`src/rtl/pipeline_hazard_ctrl_pkg.sv`:
```
// Shared encodings for the RV32I pipeline hazard controller: FSM states,
// forwarding selects and the "no register write" writeback mode.
package pipeline_hazard_ctrl_pkg;

  typedef enum logic [1:0] {
    S_RSTFLUSH = 2'd0,
    S_IDLE     = 2'd1,
    S_WAIT     = 2'd2,
    S_RESUME   = 2'd3
  } state_t;

  localparam logic [1:0] FWD_RF  = 2'b00;
  localparam logic [1:0] FWD_WB  = 2'b01;
  localparam logic [1:0] FWD_MEM = 2'b10;

  localparam logic [2:0] NOREGWRITE = 3'b000;

endpackage

```
`src/rtl/pipeline_hazard_ctrl_fwd_select.sv`:
```
// EX-operand forwarding select: MEM result wins over WB result, x0 never forwards.
module fwd_select
  import pipeline_hazard_ctrl_pkg::*;
(
  input  logic [4:0] rs,
  input  logic       used,
  input  logic [4:0] rd_m,
  input  logic [2:0] reg_write_m,
  input  logic [4:0] rd_w,
  input  logic [2:0] reg_write_w,
  output logic [1:0] sel
);

  logic hit_m;
  logic hit_w;

  assign hit_m = used && (reg_write_m != NOREGWRITE) && (rd_m != 5'd0) && (rd_m == rs);
  assign hit_w = used && (reg_write_w != NOREGWRITE) && (rd_w != 5'd0) && (rd_w == rs);

  always_comb begin
    sel = FWD_RF;
    if (hit_m)      sel = FWD_MEM;
    else if (hit_w) sel = FWD_WB;
  end

endmodule

```
`src/rtl/pipeline_hazard_ctrl.sv`:
```
// Stall/flush sequencing and EX forwarding for the 5-stage RV32I pipeline,
// including the post-reset flush window and data-cache miss handshake.
module pipeline_hazard_ctrl
  import pipeline_hazard_ctrl_pkg::*;
#(
  parameter int RST_FLUSH_CYCLES = 2,
  parameter int CNT_W            = 16
) (
  input  logic             CPU_CLK,
  input  logic             CPU_RST,
  input  logic [4:0]       Rs1D,
  input  logic [4:0]       Rs2D,
  input  logic [1:0]       RegReadD,
  input  logic [4:0]       Rs1E,
  input  logic [4:0]       Rs2E,
  input  logic [1:0]       RegReadE,
  input  logic [4:0]       RdE,
  input  logic [4:0]       RdM,
  input  logic [4:0]       RdW,
  input  logic             MemToRegE,
  input  logic [2:0]       RegWriteM,
  input  logic [2:0]       RegWriteW,
  input  logic             JalD,
  input  logic             BranchE,
  input  logic             JalrE,
  input  logic             DCacheReq,
  input  logic             DCacheMiss,
  input  logic             DCacheAck,
  output logic             StallF,
  output logic             StallD,
  output logic             StallE,
  output logic             StallM,
  output logic             StallW,
  output logic             FlushF,
  output logic             FlushD,
  output logic             FlushE,
  output logic             FlushM,
  output logic             FlushW,
  output logic [1:0]       Forward1E,
  output logic [1:0]       Forward2E,
  output logic [CNT_W-1:0] MissCycles
);

  state_t     state;
  state_t     next_state;
  logic [3:0] flush_cnt;
  logic       miss;
  logic       redirect;
  logic       load_use;

  assign miss     = DCacheReq && DCacheMiss;
  assign redirect = BranchE || JalrE;
  assign load_use = MemToRegE && (RdE != 5'd0) &&
                    ((RegReadD[1] && (Rs1D == RdE)) || (RegReadD[0] && (Rs2D == RdE)));

  always_ff @(posedge CPU_CLK or posedge CPU_RST) begin
    if (CPU_RST) state <= S_RSTFLUSH;
    else         state <= next_state;
  end

  // Flush-window countdown and saturating miss-cycle counter
  always_ff @(posedge CPU_CLK or posedge CPU_RST) begin
    if (CPU_RST) begin
      flush_cnt  <= 4'(RST_FLUSH_CYCLES);
      MissCycles <= '0;
    end else begin
      if (state == S_RSTFLUSH) flush_cnt <= flush_cnt - 4'd1;
      if (state == S_WAIT && MissCycles != {CNT_W{1'b1}})
        MissCycles <= MissCycles + CNT_W'(1);
    end
  end

  always_comb begin
    next_state = state;
    case (state)
      S_RSTFLUSH: if (flush_cnt <= 4'd1) next_state = S_IDLE;
      S_IDLE:     if (miss)              next_state = S_WAIT;
      S_WAIT:     if (DCacheAck)         next_state = S_RESUME;
      S_RESUME:                          next_state = S_IDLE;
      default:                           next_state = S_RSTFLUSH;
    endcase
  end

  // RESUME replays the missed access, so DCacheMiss is not looked at there
  always_comb begin
    StallF = 1'b0; StallD = 1'b0; StallE = 1'b0; StallM = 1'b0; StallW = 1'b0;
    FlushF = 1'b0; FlushD = 1'b0; FlushE = 1'b0; FlushM = 1'b0; FlushW = 1'b0;
    if (state == S_RSTFLUSH) begin
      FlushF = 1'b1; FlushD = 1'b1; FlushE = 1'b1; FlushM = 1'b1; FlushW = 1'b1;
    end else if (state == S_WAIT || (state == S_IDLE && miss)) begin
      StallF = 1'b1; StallD = 1'b1; StallE = 1'b1; StallM = 1'b1;
      FlushW = 1'b1;
    end else if (redirect) begin
      FlushD = 1'b1; FlushE = 1'b1;
    end else if (load_use) begin
      StallF = 1'b1; StallD = 1'b1; FlushE = 1'b1;
    end else if (JalD) begin
      FlushD = 1'b1;
    end
  end

  fwd_select u_fwd1 (
    .rs          (Rs1E),
    .used        (RegReadE[1]),
    .rd_m        (RdM),
    .reg_write_m (RegWriteM),
    .rd_w        (RdW),
    .reg_write_w (RegWriteW),
    .sel         (Forward1E)
  );

  fwd_select u_fwd2 (
    .rs          (Rs2E),
    .used        (RegReadE[0]),
    .rd_m        (RdM),
    .reg_write_m (RegWriteM),
    .rd_w        (RdW),
    .reg_write_w (RegWriteW),
    .sel         (Forward2E)
  );

endmodule

```
`config.mk`:
```
export PLATFORM = sky130hd
export DESIGN_NAME = pipeline_hazard_ctrl
export DESIGN_NICKNAME = d
export VERILOG_FILES = /design/src/rtl/pipeline_hazard_ctrl_pkg.sv /design/src/rtl/pipeline_hazard_ctrl_fwd_select.sv /design/src/rtl/pipeline_hazard_ctrl.sv
export SDC_FILE = /design/constraint.sdc
export NUM_CORES = 1
export LEC_CHECK = 0
export CORE_ASPECT_RATIO = 0.9
export CORE_MARGIN = 2
export CORE_UTILIZATION = 44
export CTS_BUF_LIST = sky130_fd_sc_hd__clkbuf_4
export DETAILED_ROUTE_END_ITERATION = 8
export PLACE_DENSITY = 0.84
export SLEW_MARGIN = 10
export SYNTH_ARGS = -nofsm -noshare
export SYNTH_HDL_FRONTEND = slang
export SYNTH_SLANG_ARGS = --single-unit
```
`constraint.sdc`:
```
create_clock -name CPU_CLK -period 4 [get_ports CPU_CLK]
set_input_delay 0.6 -clock CPU_CLK [delete_from_list [all_inputs] [get_ports CPU_CLK]]
set_output_delay 0.6 -clock CPU_CLK [all_outputs]
set_load 0.02 [all_outputs]
```
==> results of run 1 <==
-- registers in the layout (all words and copies together), names as in the netlist --
name / count
MissCycles: 16
flush_cnt: 4
state: 2
-- synth_stat cells, drive strengths merged, types with 3 or more instances --
cell   count
nand4      8
xnor2     33
inv        6
dfrtp     21
nor3       5
buf        7
ha         7
nor2       6
nand2     11
and3       7
xor2      12
or4        3
a31oi      4
nand3      8
-- area by class of cell --
cell class              count  share of cell area (%)
clock inverters             1                  0.1517
flip-flops and latches     22                   22.30
multi-input cells         131                   40.34
well taps                  44                   2.224
inverters                   6                  0.9100
clock buffers               3                  0.9100
repair buffers             82                   33.16
-- layout by cell type, fill, tap and decap left out, drive strengths merged, types with 2 or more instances in the layout --
cell / synthesis / layout
clkbuf: 1 / 3
nand4: 8 / 8
or4: 3 / 3
xnor2: 33 / 33
o21a: 2 / 2
nor2b: 2 / 2
nor2: 6 / 6
nor4: 2 / 2
o21ai: 2 / 2
ha: 7 / 7
dfrtp: 21 / 21
a31oi: 4 / 4
xor2: 12 / 12
a21oi: 2 / 2
nor3: 5 / 5
nand3: 8 / 8
clkdlybuf4s50: 0 / 82
nand2: 11 / 11
and4: 2 / 2
o22ai: 2 / 2
o32ai: 2 / 2
inv: 6 / 6
and3: 7 / 7
mux2: 2 / 2
-- worst max-delay path, delay by kind of cell --
family | cells | cell delay, ns
AND/OR/NAND/NOR | 3 | 0.89
buffers and inverters | 2 | 1.10
AO/OA/AOI/OAI | 1 | 0.14
-- through the flow --
step	setup slack [ns]	hold WS, ns
after floorplan	1.536	0.4426
final	0.6700	0.4779
after detailed placement	0.6640	0.4630
after CTS	0.6595	0.4832
after global routing	0.6149	0.5055
after global placement	0.7398	0.4627
-- final timing paths --
path | startpoint | end | slack [ns] | cells past startpoint
max | RdM[0] | Forward2E[0] | 0.67 | 6
min | flush_cnt[3] | flush_cnt[3] | 0.48 | 1
max reg2reg | flush_cnt[1] | state[1] | 2.26 | 5
min reg2reg | flush_cnt[3] | flush_cnt[3] | 0.48 | 1
max in group asynchronous | CPU_RST | state[0] | 2.74 | 2
min in group asynchronous | CPU_RST | flush_cnt[3] | 0.75 | 2
-- per-layer routing --
metal / wire length, um / GRT usage [%] / vias to the layer above
li1: - / - / 740
met1: 1817 / 26.45 / 666
met2: 1964 / 32.45 / 44
met3: 222 / 5.045 / 6
met4: 66 / 6.571 / 0
met5: 0 / 0 / -
-- kinds of logic (layout without fill, tap and decap cells) --
kind of cell / Yosys count / after routing / synth area share [%]
fa+ha+maj: 7 / 7 / 5.364
buf+inv: 14 / 92 / 5.057
flops: 22 / 22 / 33.79
compound gates: 17 / 17 / 7.586
xor+xnor: 45 / 45 / 24.14
simple gates: 59 / 59 / 22.45
mux: 2 / 2 / 1.379
other cells: 1 / 1 / 0.2297
-- where the power goes --
part	internal, W	switching (W)	leakage (nW)	total, W
logic	0.000311	0.000297	0.696	0.000608
clock network	0.0000365	0.0000658	0.0154	0.000102
registers	0.000287	0.0000616	0.284	0.000349
==> results by group, run 1 <==
Status
  – Outcome: complete, no violations

STA
  – Final setup violation count: 0
  – Highest Clock Rate: 300.3 MHz
  – RSZ-0062 raised after global routing: false
  – Fin. Hold Viols: 0
  – Slew headroom: 45.42%
  – Clk_skew: approximately 0.011 ns
  – Fin crit share: roughly 83%
  – Worst Max-Slew Pin Slew: 0.8177 ns
  – Final Max Slew Viols: 0
  – Setup tns final: 0 ns
  – Post-layout minimum cycle time: 3.330 ns

Critical path
  – Startpoint Class: input pin
  – CP Class: input pin to output pin
  – Worst Path Required: ~3.4 ns
  – Worst path max stage delay: between 0.6 and 0.7 ns
  – Worst Setup End Kind: output pin
  – Critical-path maximum fanout: 3
  – CP max-delay cell: clkdlybuf4s50_1
  – Worst EP arrival: 2.73 ns
  – Crit path cell chain: clkdlybuf4s50_1 > or4_1 > o32ai_2 > nor3_1 > nor3_1 > clkdlybuf4s50_1

Cells and area
  – Share of cells above drive strength 1: under 10%
  – Final Cell Area: 2475 sq um
  – Post-layout util: 71.67%
  – Final std cells w/o fill: 289
  – Register area: 551.8 sq um
  – Nets: 307
  – N_diodes: 0
  – Area delta synth->final: 51.57%
  – Multi-input logic area: ~1000 sq um
  – Fillers: 280

Synthesis
  – Yosys top cell area share: 32.18%
  – Primary FF master, synth: dfrtp_1
  – Count of cell types in the netlist: 43
  – Yosys top cell by area: dfrtp_1
  – Synth warn: 0
  – Async S/R FF share, synth: 100.0%
  – Cells after Synth: 167
  – Syn avg cell area: roughly 9.8 sq um
  – Sequential share of the synthesized area: between 30% and 40%
  – Synth Cell Area: 1633 sq um
  – Flops & latches, synth: 22
  – EDFF count, synth: 0
  – Synth area leaders: dfrtp_1, xnor2_1, xor2_1
  – Synthesized Nets: 228

Power and ir drop
  – Tot Pwr: 0.001059 W
  – P_leak: 0.9949 nW
  – VDD IR max: around 0.38 mV
  – Cell area power density: approximately 430 nW/um^2

Route
  – Initial DRC Count: 54
  – Vias: 1,456
  – First-pass DRT Iterations: 4
  – Remaining antenna violation count: 0
  – Drt wl/cell: between 10 and 15 um
  – DRT Wirelength: 4070 um
  – # DRC: 0
  – Drt via density: between 5 and 6

Placed design
  – Placed Cells: 285
  – GPL Wtd Cong: approximately 0.86
  – Port Buffers: 82
  – DP Area: 2449 sq um
  – HPWL after DPL: 3414 um

Floorplanning
  – Cell row count: 20
  – Die Ht: 61.79 um
  – Top Ports: 84
  – Core Box Area: around 3500 sq um
  – Total Die Area: 4215 sq um
  – Die width: 68.21 um
  – Starting Density: 47.28%

Clocking
  – CTS tree: yes
  – Clock transition at path regs: about 0.12 ns
  – CTS Sinks: 22
  – Latest clock arrival within the worst-skew pair: 0.31 ns
  – CTS Buf Count: 3
  – Clk root buf: clkbuf_4
  – Post-cts sizing count: 0
  – Clock Path Buffers: 2
  – H-tree depth: 1
  – Post-CTS Hold Buffers: 0
  – Setup repair bufs after CTS: 0

Global routing
  – Largest net degree at the start of global routing: 23
  – Vias in the first global route: 1,390
  – First-pass GRT wire length: 6230 um
  – Grt ovf: 0
  – Total Routing Usage GR: 20.02%
  – Initial antenna violation count: 0

Worst hold path
  – Min-delay worst type: flip-flop to flip-flop

Job
  – Maxcap violations: 0
Note: power is estimated with default switching activity, not from simulation.
==> run 2, diff against run 1 <==
- CORE_UTILIZATION: 44 -> 41
- PLACE_DENSITY: 0.84 -> 0.78
- clock period: 4 -> 3.1 ns (I/O delays scaled with it)
==> results by group, run 2 (synthesis results as in run 1) <==
STA
  – Fin. Hold Viols: 0
  – Post-layout minimum cycle time: 2.967 ns
  – Final Max Slew Viols: 0
  – Slew headroom: 46.90%
  – RSZ-0062 raised after global routing: false
  – Final setup violation count: 0
  – Worst Max-Slew Pin Slew: 0.7957 ns
  – Clk_skew: 0.01241 ns
  – Fin crit share: between 90% and 100%
  – Setup tns final: 0 ns
  – Highest Clock Rate: 337.1 MHz

Clocking
  – CTS tree: yes
  – CTS Buf Count: 3
  – Setup repair bufs after CTS: 0
  – Clk root buf: clkbuf_4
  – Latest clock arrival within the worst-skew pair: 0.31 ns
  – H-tree depth: 1
  – Clock Path Buffers: 2
  – CTS Sinks: 22
  – Clock transition at path regs: 0.11 ns

Floorplanning
  – Die width: 70.52 um
  – Top Ports: 84
  – Starting Density: 43.46%
  – Total Die Area: 4504 sq um
  – Cell row count: 21
  – Die Ht: 63.87 um
  – Core Box Area: 3757 sq um

Cells and area
  – Register with the most flip-flops: MissCycles
  – Most common cell after layout, fill and taps aside: clkdlybuf4s50_1
  – Max reg flops: 16
  – N_diodes: 0
  – Nets: 311
  – Area delta synth->final: 55.48%
  – Biggest regs: MissCycles (16), flush_cnt (4), state (2)
  – Share of cells above drive strength 1: 9.237%
  – Fillers: 311
  – Most frequent cells in the layout: clkdlybuf4s50_1, xnor2_1, dfrtp_1

Route
  – Drt via density: ~5.2
  – Vias: 1,534
  – Initial DRC Count: 92
  – Drt wl/cell: 13.57 um
  – DRT Wirelength: about 4000 um
  – Remaining antenna violation count: 0
  – # DRC: 0
  – First-pass DRT Iterations: 4

Global routing
  – Largest net degree at the start of global routing: 23
  – Initial antenna violation count: 0
  – First-pass GRT wire length: roughly 6600 um
  – Total Routing Usage GR: 17.81%
  – Vias in the first global route: 1,493
  – Grt ovf: 0

Critical path
  – Crit path cell chain: clkdlybuf4s50_1 > or4_1 > o211ai_1 > o21a_1 > clkdlybuf4s50_1
  – Worst Setup End Kind: output pin
  – Most used cell along the critical path: clkdlybuf4s50_1
  – CP max-delay cell: clkdlybuf4s50_1
  – Worst Path Required: about 2.6 ns
  – Critical-path maximum fanout: 3
  – CP Class: input pin to output pin
  – Worst path max stage delay: roughly 0.60 ns
  – Worst EP arrival: 2.50 ns
  – Startpoint Class: input pin

Power and ir drop
  – P_leak: 1.064 nW
  – Tot Pwr: ~0.0015 W
  – VDD IR max: roughly 0.22 mV
  – Cell area power density: 571.9 nW/um^2

Job
  – Maxcap violations: 0

Status
  – Outcome: complete, no violations

Placed design
  – GPL Wtd Cong: a little under 0.8
  – HPWL after DPL: 3358 um
  – Port Buffers: 82

Worst hold path
  – Min-delay worst type: flip-flop to flip-flop
## run 2: changes by cell type in the layout (fill, tap and decap cells not counted)
cell | before | now
clkdlybuf4s50_1 | 82 | 80
dlymetal6s2s_1 | 0 | 2
clkinv_1 | 1 | 0
bufinv_16 | 0 | 1
buf_4 | 0 | 4
## run 2: path summary, 6_finish.rpt
path / cells after the start / end / slack (ns) / start
max: 5 / FlushD / 0.13 / RdE[1]
min: 1 / flush_cnt[3] / 0.48 / flush_cnt[3]
max reg2reg: 6 / MissCycles[13] / 1.39 / state[0]
min reg2reg: 1 / flush_cnt[3] / 0.48 / flush_cnt[3]
max in group asynchronous: 2 / MissCycles[11] / 2.00 / CPU_RST
min in group asynchronous: 2 / state[0] / 0.59 / CPU_RST
## run 2: per-stage QoR
| stage | utilization [%] | instances | setup slack [ns] | hold slack [ns] | area, sq um |
|---|---|---|---|---|---|
| after global placement | 66.03 | 291 | 0.1240 | 0.4593 | 2481 |
| after detailed placement | 66.03 | 291 | 0.09729 | 0.4600 | 2481 |
| after global routing | 67.57 | 295 | 0.008043 | 0.4912 | 2539 |
| after CTS | 67.43 | 295 | 0.06962 | 0.4810 | 2534 |
| after floorplan | - | 167 | 0.8430 | 0.4426 | 1633 |
| final | 67.57 | 295 | 0.1332 | 0.4779 | 2539 |
## run 2: layout make-up
class,instances,area [sq um],share of cell area (%)
Inverter,6,22.52,0.8871
Clock inverter,1,30.03,1.183
Sequential cell,22,551.8,21.73
Timing Repair Buffer,86,855.8,33.71
Multi-Input combinational cell,131,998.5,39.33
Clock buffer,3,22.52,0.8871
Tap cell,46,57.56,2.267
## run 2: critical path: cells and delay by family
| kind | cells | cell delay (ns) |
|---|---|---|
| AO/OA/AOI/OAI | 2 | 0.42 |
| AND/OR/NAND/NOR | 1 | 0.56 |
| buffers and inverters | 2 | 1.07 |
## run 2: repair_timing
item                                    in CTS  in global routing
hold buffers                                 0                  0
endpoints found under the setup margin       0                  2
gates resized for setup                      0                  2
## run 2: power breakdown
part / total, W / internal [W] / switching (W)
logic: 0.000787 / 0.000405 / 0.000382
registers: 0.000446 / 0.000370 / 0.0000761
clock network: 0.000218 / 0.000131 / 0.0000877
total: 0.00145 / 0.000906 / 0.000546
## run 2: metal layers
metal  vias to the layer above  GRT usage (%)  share of wire [%]
li1                        752              -                  -
met1                       705          22.24                 43
met2                        71          32.19                 49
met3                         6          3.155                6.8
met4                         0          3.365                1.3
met5                         -              0                  0
==> run 3, diff against run 2 <==
- CAP_MARGIN: not set -> 20
- CTS_CLUSTER_DIAMETER: not set -> 50
- SLEW_MARGIN: 10 -> not set
==> results of run 3 <==
Same layout as run 2: the final DEF is identical, and so are final timing and power.
==> patch 1, RTL diff (flow settings as in run 3) <==
Re-encode `state_t` (4 states) as one-hot, 4 bits wide.
--- a/src/rtl/pipeline_hazard_ctrl_pkg.sv
+++ b/src/rtl/pipeline_hazard_ctrl_pkg.sv
@@ -2,11 +2,11 @@
 // forwarding selects and the "no register write" writeback mode.
 package pipeline_hazard_ctrl_pkg;
 
-  typedef enum logic [1:0] {
-    S_RSTFLUSH = 2'd0,
-    S_IDLE     = 2'd1,
-    S_WAIT     = 2'd2,
-    S_RESUME   = 2'd3
+  typedef enum logic [3:0] {
+    S_RSTFLUSH = 4'b0001,
+    S_IDLE     = 4'b0010,
+    S_WAIT     = 4'b0100,
+    S_RESUME   = 4'b1000
   } state_t;
 
   localparam logic [1:0] FWD_RF  = 2'b00;
Check against the original RTL: same outputs for any inputs over 10 cycles, from zero or initial values and one cycle with CPU_RST high; not proved beyond that.
==> patch 1 against run 3 <==
Power is 30% lower. Sequential power is 7.0% lower. First-iteration DRC count down 11%. Routed wire length rose by 5.3%. Setup slack improved by 0.070 ns. Design area grew 3.6%. Sequential cell count grew 2. Area after synthesis is 7.0% higher. Largest power group unchanged.
==> patch 1: results (changes against run 3) <==
metric;value;unit;change
Post-DP Area;2590;um^2;+4.3%
Final Util;64.6;%;-3.0 points
Synth area leaders;dfrtp_1, xor2_1, xnor2_1;;
Largest regs;MissCycles x16, flush_cnt x4, state x4;;
NumNets Final;322;;+3.5%
Seq/Total Area, Yosys;34.5;%;+0.71 points
total wire length;4220;um;+5.3%
met3 GRT Util;3.81;%;+0.66 points
M2 GR Usage;33.6;%;+1.4 points
leak pwr;1.14;nW;+7.2%
Layout fillers;366;;+18%
Unique masters post-synth;49;;+14%
status;finished clean;;
VDD IR max;297;uV;+32%
GPL Wtd Cong;0.801;;+4.1%
Slew headroom;42.1;%;-4.8 points
Avg WL per Cell;13.5;um;-0.42%
Placed Cells;308;;+5.8%
FF-to-FF path depth;4;;-2
Largest stage delay, worst path;0.63;ns;+0.03 ns
number of global-route vias before repair;1640;;+9.8%
Reg-to-Reg End;MissCycles[10]$_DFFE_PP0P_;;
largest net degree at the start of global routing;25;;+8.7%
worst reg-to-reg setup slack;1.13;ns;-0.26 ns
reg-to-reg critical path startpoint;state[1]$_DFFE_PP0P_;;
==> patch 1: cell types whose count changed after synthesis, sizes merged, moves of 3 or more <==
cell and change:
and3 -5, ha -4, inv +3, nand4 -3, nor2 +3, nor3 +3
nor4 +6, o21a +3, o21ai +3, xnor2 -13, xor2 +12
==> patch 1: final cells by class <==
cell class | instances | share of cell area [%]
Clock buffer | 3 | 0.856
Timing Repair Buffer | 86 | 32.8
Multi-Input combinational cell | 141 | 39.7
Inverter | 9 | 1.28
Clock inverter | 1 | 0.143
Tap cell | 48 | 2.28
Sequential cell | 24 | 22.9
==> patch 1: timing repair <==
item,CTS,global route
gates resized for setup,1,5
endpoints found under the setup margin,1,5
gates cloned,0,0
hold buffers,0,0
==> patch 1: kinds of logic after synthesis <==
| kind of cell | after synthesis | share of synthesized area (%) |
|---|---|---|
| AO/OA/AOI/OAI | 26 | 10.4 |
| XOR/XNOR | 44 | 22.0 |
| adder cells (fa/ha/maj) | 3 | 2.15 |
| buffers and inverters | 18 | 6.01 |
| flip-flops | 24 | 34.5 |
| multiplexers | 2 | 1.29 |
| other | 1 | 0.215 |
| AND/OR/NAND/NOR | 65 | 23.4 |
==> patch 1: power breakdown <==
group	internal, mW	leakage [nW]	switching [mW]	total [mW]
Combinational	0.249	0.804	0.224	0.473
Clock	0.0470	0.0154	0.0856	0.133
Sequential	0.369	0.321	0.0458	0.415
Total	0.664	1.14	0.355	1.02
==> patch 1: worst max-delay path by stage <==
stage	end	from	depth (start not counted)	slack, ns
global route	FlushE	RdE[3]	6	0.07
finish	FlushE	state[0]$_DFFE_PP1P_	5	0.20
CTS	Forward2E[0]	RdM[0]	6	0.04
detailed placement	Forward2E[0]	RdM[0]	6	0.04
global placement	Forward2E[0]	RdM[0]	6	0.09
floorplan	StallF	state[3]$_DFFE_PP0P_	8	0.66
==> patch 1: per-layer routing <==
metal	vias up	wire length, um
met3	2	206
met4	0	12
met2	49	2200
met1	778	1800
li1	814	-
met5	-	0
==> patch 1: metrics by stage <==
stage	power, mW	setup WS, ns
after global routing	1.09	0.0733
after detailed placement	0.887	0.0375
after CTS	1.03	0.0350
after global placement	0.872	0.0937
after floorplan	0.690	0.657
final	1.02	0.203
==> patch 2, RTL diff (settings of run 3) <==
Without the edit above. `CNT_W`: 16 -> 24.
--- a/src/rtl/pipeline_hazard_ctrl.sv
+++ b/src/rtl/pipeline_hazard_ctrl.sv
@@ -4,7 +4,7 @@
   import pipeline_hazard_ctrl_pkg::*;
 #(
   parameter int RST_FLUSH_CYCLES = 2,
-  parameter int CNT_W            = 16
+  parameter int CNT_W            = 24
 ) (
   input  logic             CPU_CLK,
   input  logic             CPU_RST,
Ports: changed (resized MissCycles); port bits go from 84 to 92. The function was not compared with the original's and may differ.
==> patch 2 against run 3 <==
Combinational power is 2% higher. Routed wire length is 27% higher. Area after synthesis is 25% higher. Sequential share of layout area is 3.0 points higher. Design area is 20% higher. Sequential cell count is 8 higher. Setup slack worse by 0.060 ns. Power is 9.3% higher. Critical endpoint is now Forward2E[0]. Largest power group unchanged. Highest routed layer unchanged.
==> patch 2: results (changes against run 3) <==
metric;value;unit;change
status;finished clean;;
Largest stage delay, worst path;0.63;ns;+0.03 ns
first-pass GRT wire length;8360;um;+27%
dpl ws;0.0922;ns;-0.00512 ns
Psw;604;uW;+11%
Mapped Nets;269;;+18%
Port Buffer Count;90;;+9.8%
Reg-to-Reg End;MissCycles[23]$_DFFE_PP0P_;;
Worst EP arrival;2.56;ns;+0.06 ns
hold slack final;0.470;ns;-0.00782 ns
CP endpoint;Forward2E[0];;
leak pwr;1.25;nW;+17%
VDD IR max;449;uV;+100%
Layout fillers;424;;+36%
worst reg-to-reg setup slack;1.15;ns;-0.24 ns
clock-pin slew on the worst setup and hold paths;0.08;ns;-0.03 ns
initial DRC count;45;;-51%
Largest regs;MissCycles x24, flush_cnt x4, state x2;;
Unique masters post-synth;42;;-2.3%
Seq/Total Area, Yosys;37.0;%;+3.2 points
total wire length;5090;um;+27%
H-tree levels;2;;+1
NumNets Final;362;;+16%
via count;1864;;+22%
worst setup margin;0.0728;ns;-0.0603 ns
largest net degree at the start of global routing;31;;+35%
CTS Buf Count;5;;+2
==> patch 2: cell count changes in the layout (fill, tap and decap cells not counted), sizes merged, moves of 2 or more <==
cell,delta
nand3,+8
nor2,+4
nor3,+3
clkbuf,+3
nand2,+6
dfrtp,+8
clkinv,+2
xor2,+2
dlymetal6s2s,-2
clkdlybuf4s50,+10
xnor2,+6
nand4,+3
==> patch 2: cell families (layout without fill, tap and decap cells) <==
| kind of cell | Yosys count | after routing | share of synthesized area, % |
|---|---|---|---|
| xor gates and xnor gates | 53 | 53 | 22.8 |
| AOI/OAI and AO/OA | 16 | 16 | 5.60 |
| muxes | 3 | 3 | 1.66 |
| DFF | 30 | 30 | 37.0 |
| adders and majority gates | 7 | 7 | 4.31 |
| and+or+nand+nor | 84 | 84 | 24.6 |
| other | 1 | 1 | 0.184 |
| buffers and inverters | 14 | 108 | 3.88 |
==> patch 2: final cells by class <==
type,count,area share [%]
inverters,6,0.740
repair buffers,94,30.6
well taps,65,2.67
clock inverters,2,0.288
multi-input cells,164,39.5
clock buffers,6,1.48
flip-flops and latches,30,24.7
==> patch 2: critical path, delay by kind of cell <==
kind,cells,cell delay (ns)
AND/OR/NAND/NOR,3,0.84
buffers and inverters,2,1.10
AO/OA/AOI/OAI,1,0.17
==> patch 2: how the worst min path moves through the flow <==
stage,cells after the start,end
2_1_floorplan,1,flush_cnt[3]$_DFFE_PP0P_
3_3_place_gp,1,flush_cnt[3]$_DFFE_PP0P_
3_5_place_dp,1,flush_cnt[3]$_DFFE_PP0P_
4_1_cts,1,flush_cnt[3]$_DFFE_PP0P_
5_1_grt,1,flush_cnt[3]$_DFFE_PP0P_
6_report,1,flush_cnt[3]$_DFFE_PP0P_
==> patch 2: stage by stage <==
stage,std cells,power (mW),utilization [%],instance area (um^2)
6_report,367,1.59,63.3,3040
5_1_grt,367,1.70,63.3,3040
4_1_cts,367,1.61,63.3,3040
3_5_place_dp,359,1.38,62.2,2990
3_3_place_gp,359,1.35,62.2,2990
2_1_floorplan,208,1.03,-,2030
==> patch 2: power by group through the flow <==
stage / clock, mW / sequential (mW) / combinational [mW]
2_1_floorplan: 0 / 0.594 / 0.441
3_3_place_gp: 0 / 0.565 / 0.785
3_5_place_dp: 0 / 0.571 / 0.810
4_1_cts: 0.227 / 0.565 / 0.813
5_1_grt: 0.249 / 0.579 / 0.876
6_report: 0.220 / 0.565 / 0.802
==> patch 2: layer usage <==
layer | vias up | global-route usage, % | wire (um)
met3 | 10 | 6.89 | 413
met5 | - | 0 | 0
met2 | 65 | 30.9 | 2430
met1 | 877 | 22.7 | 2160
met4 | 0 | 6.43 | 82
li1 | 912 | - | -
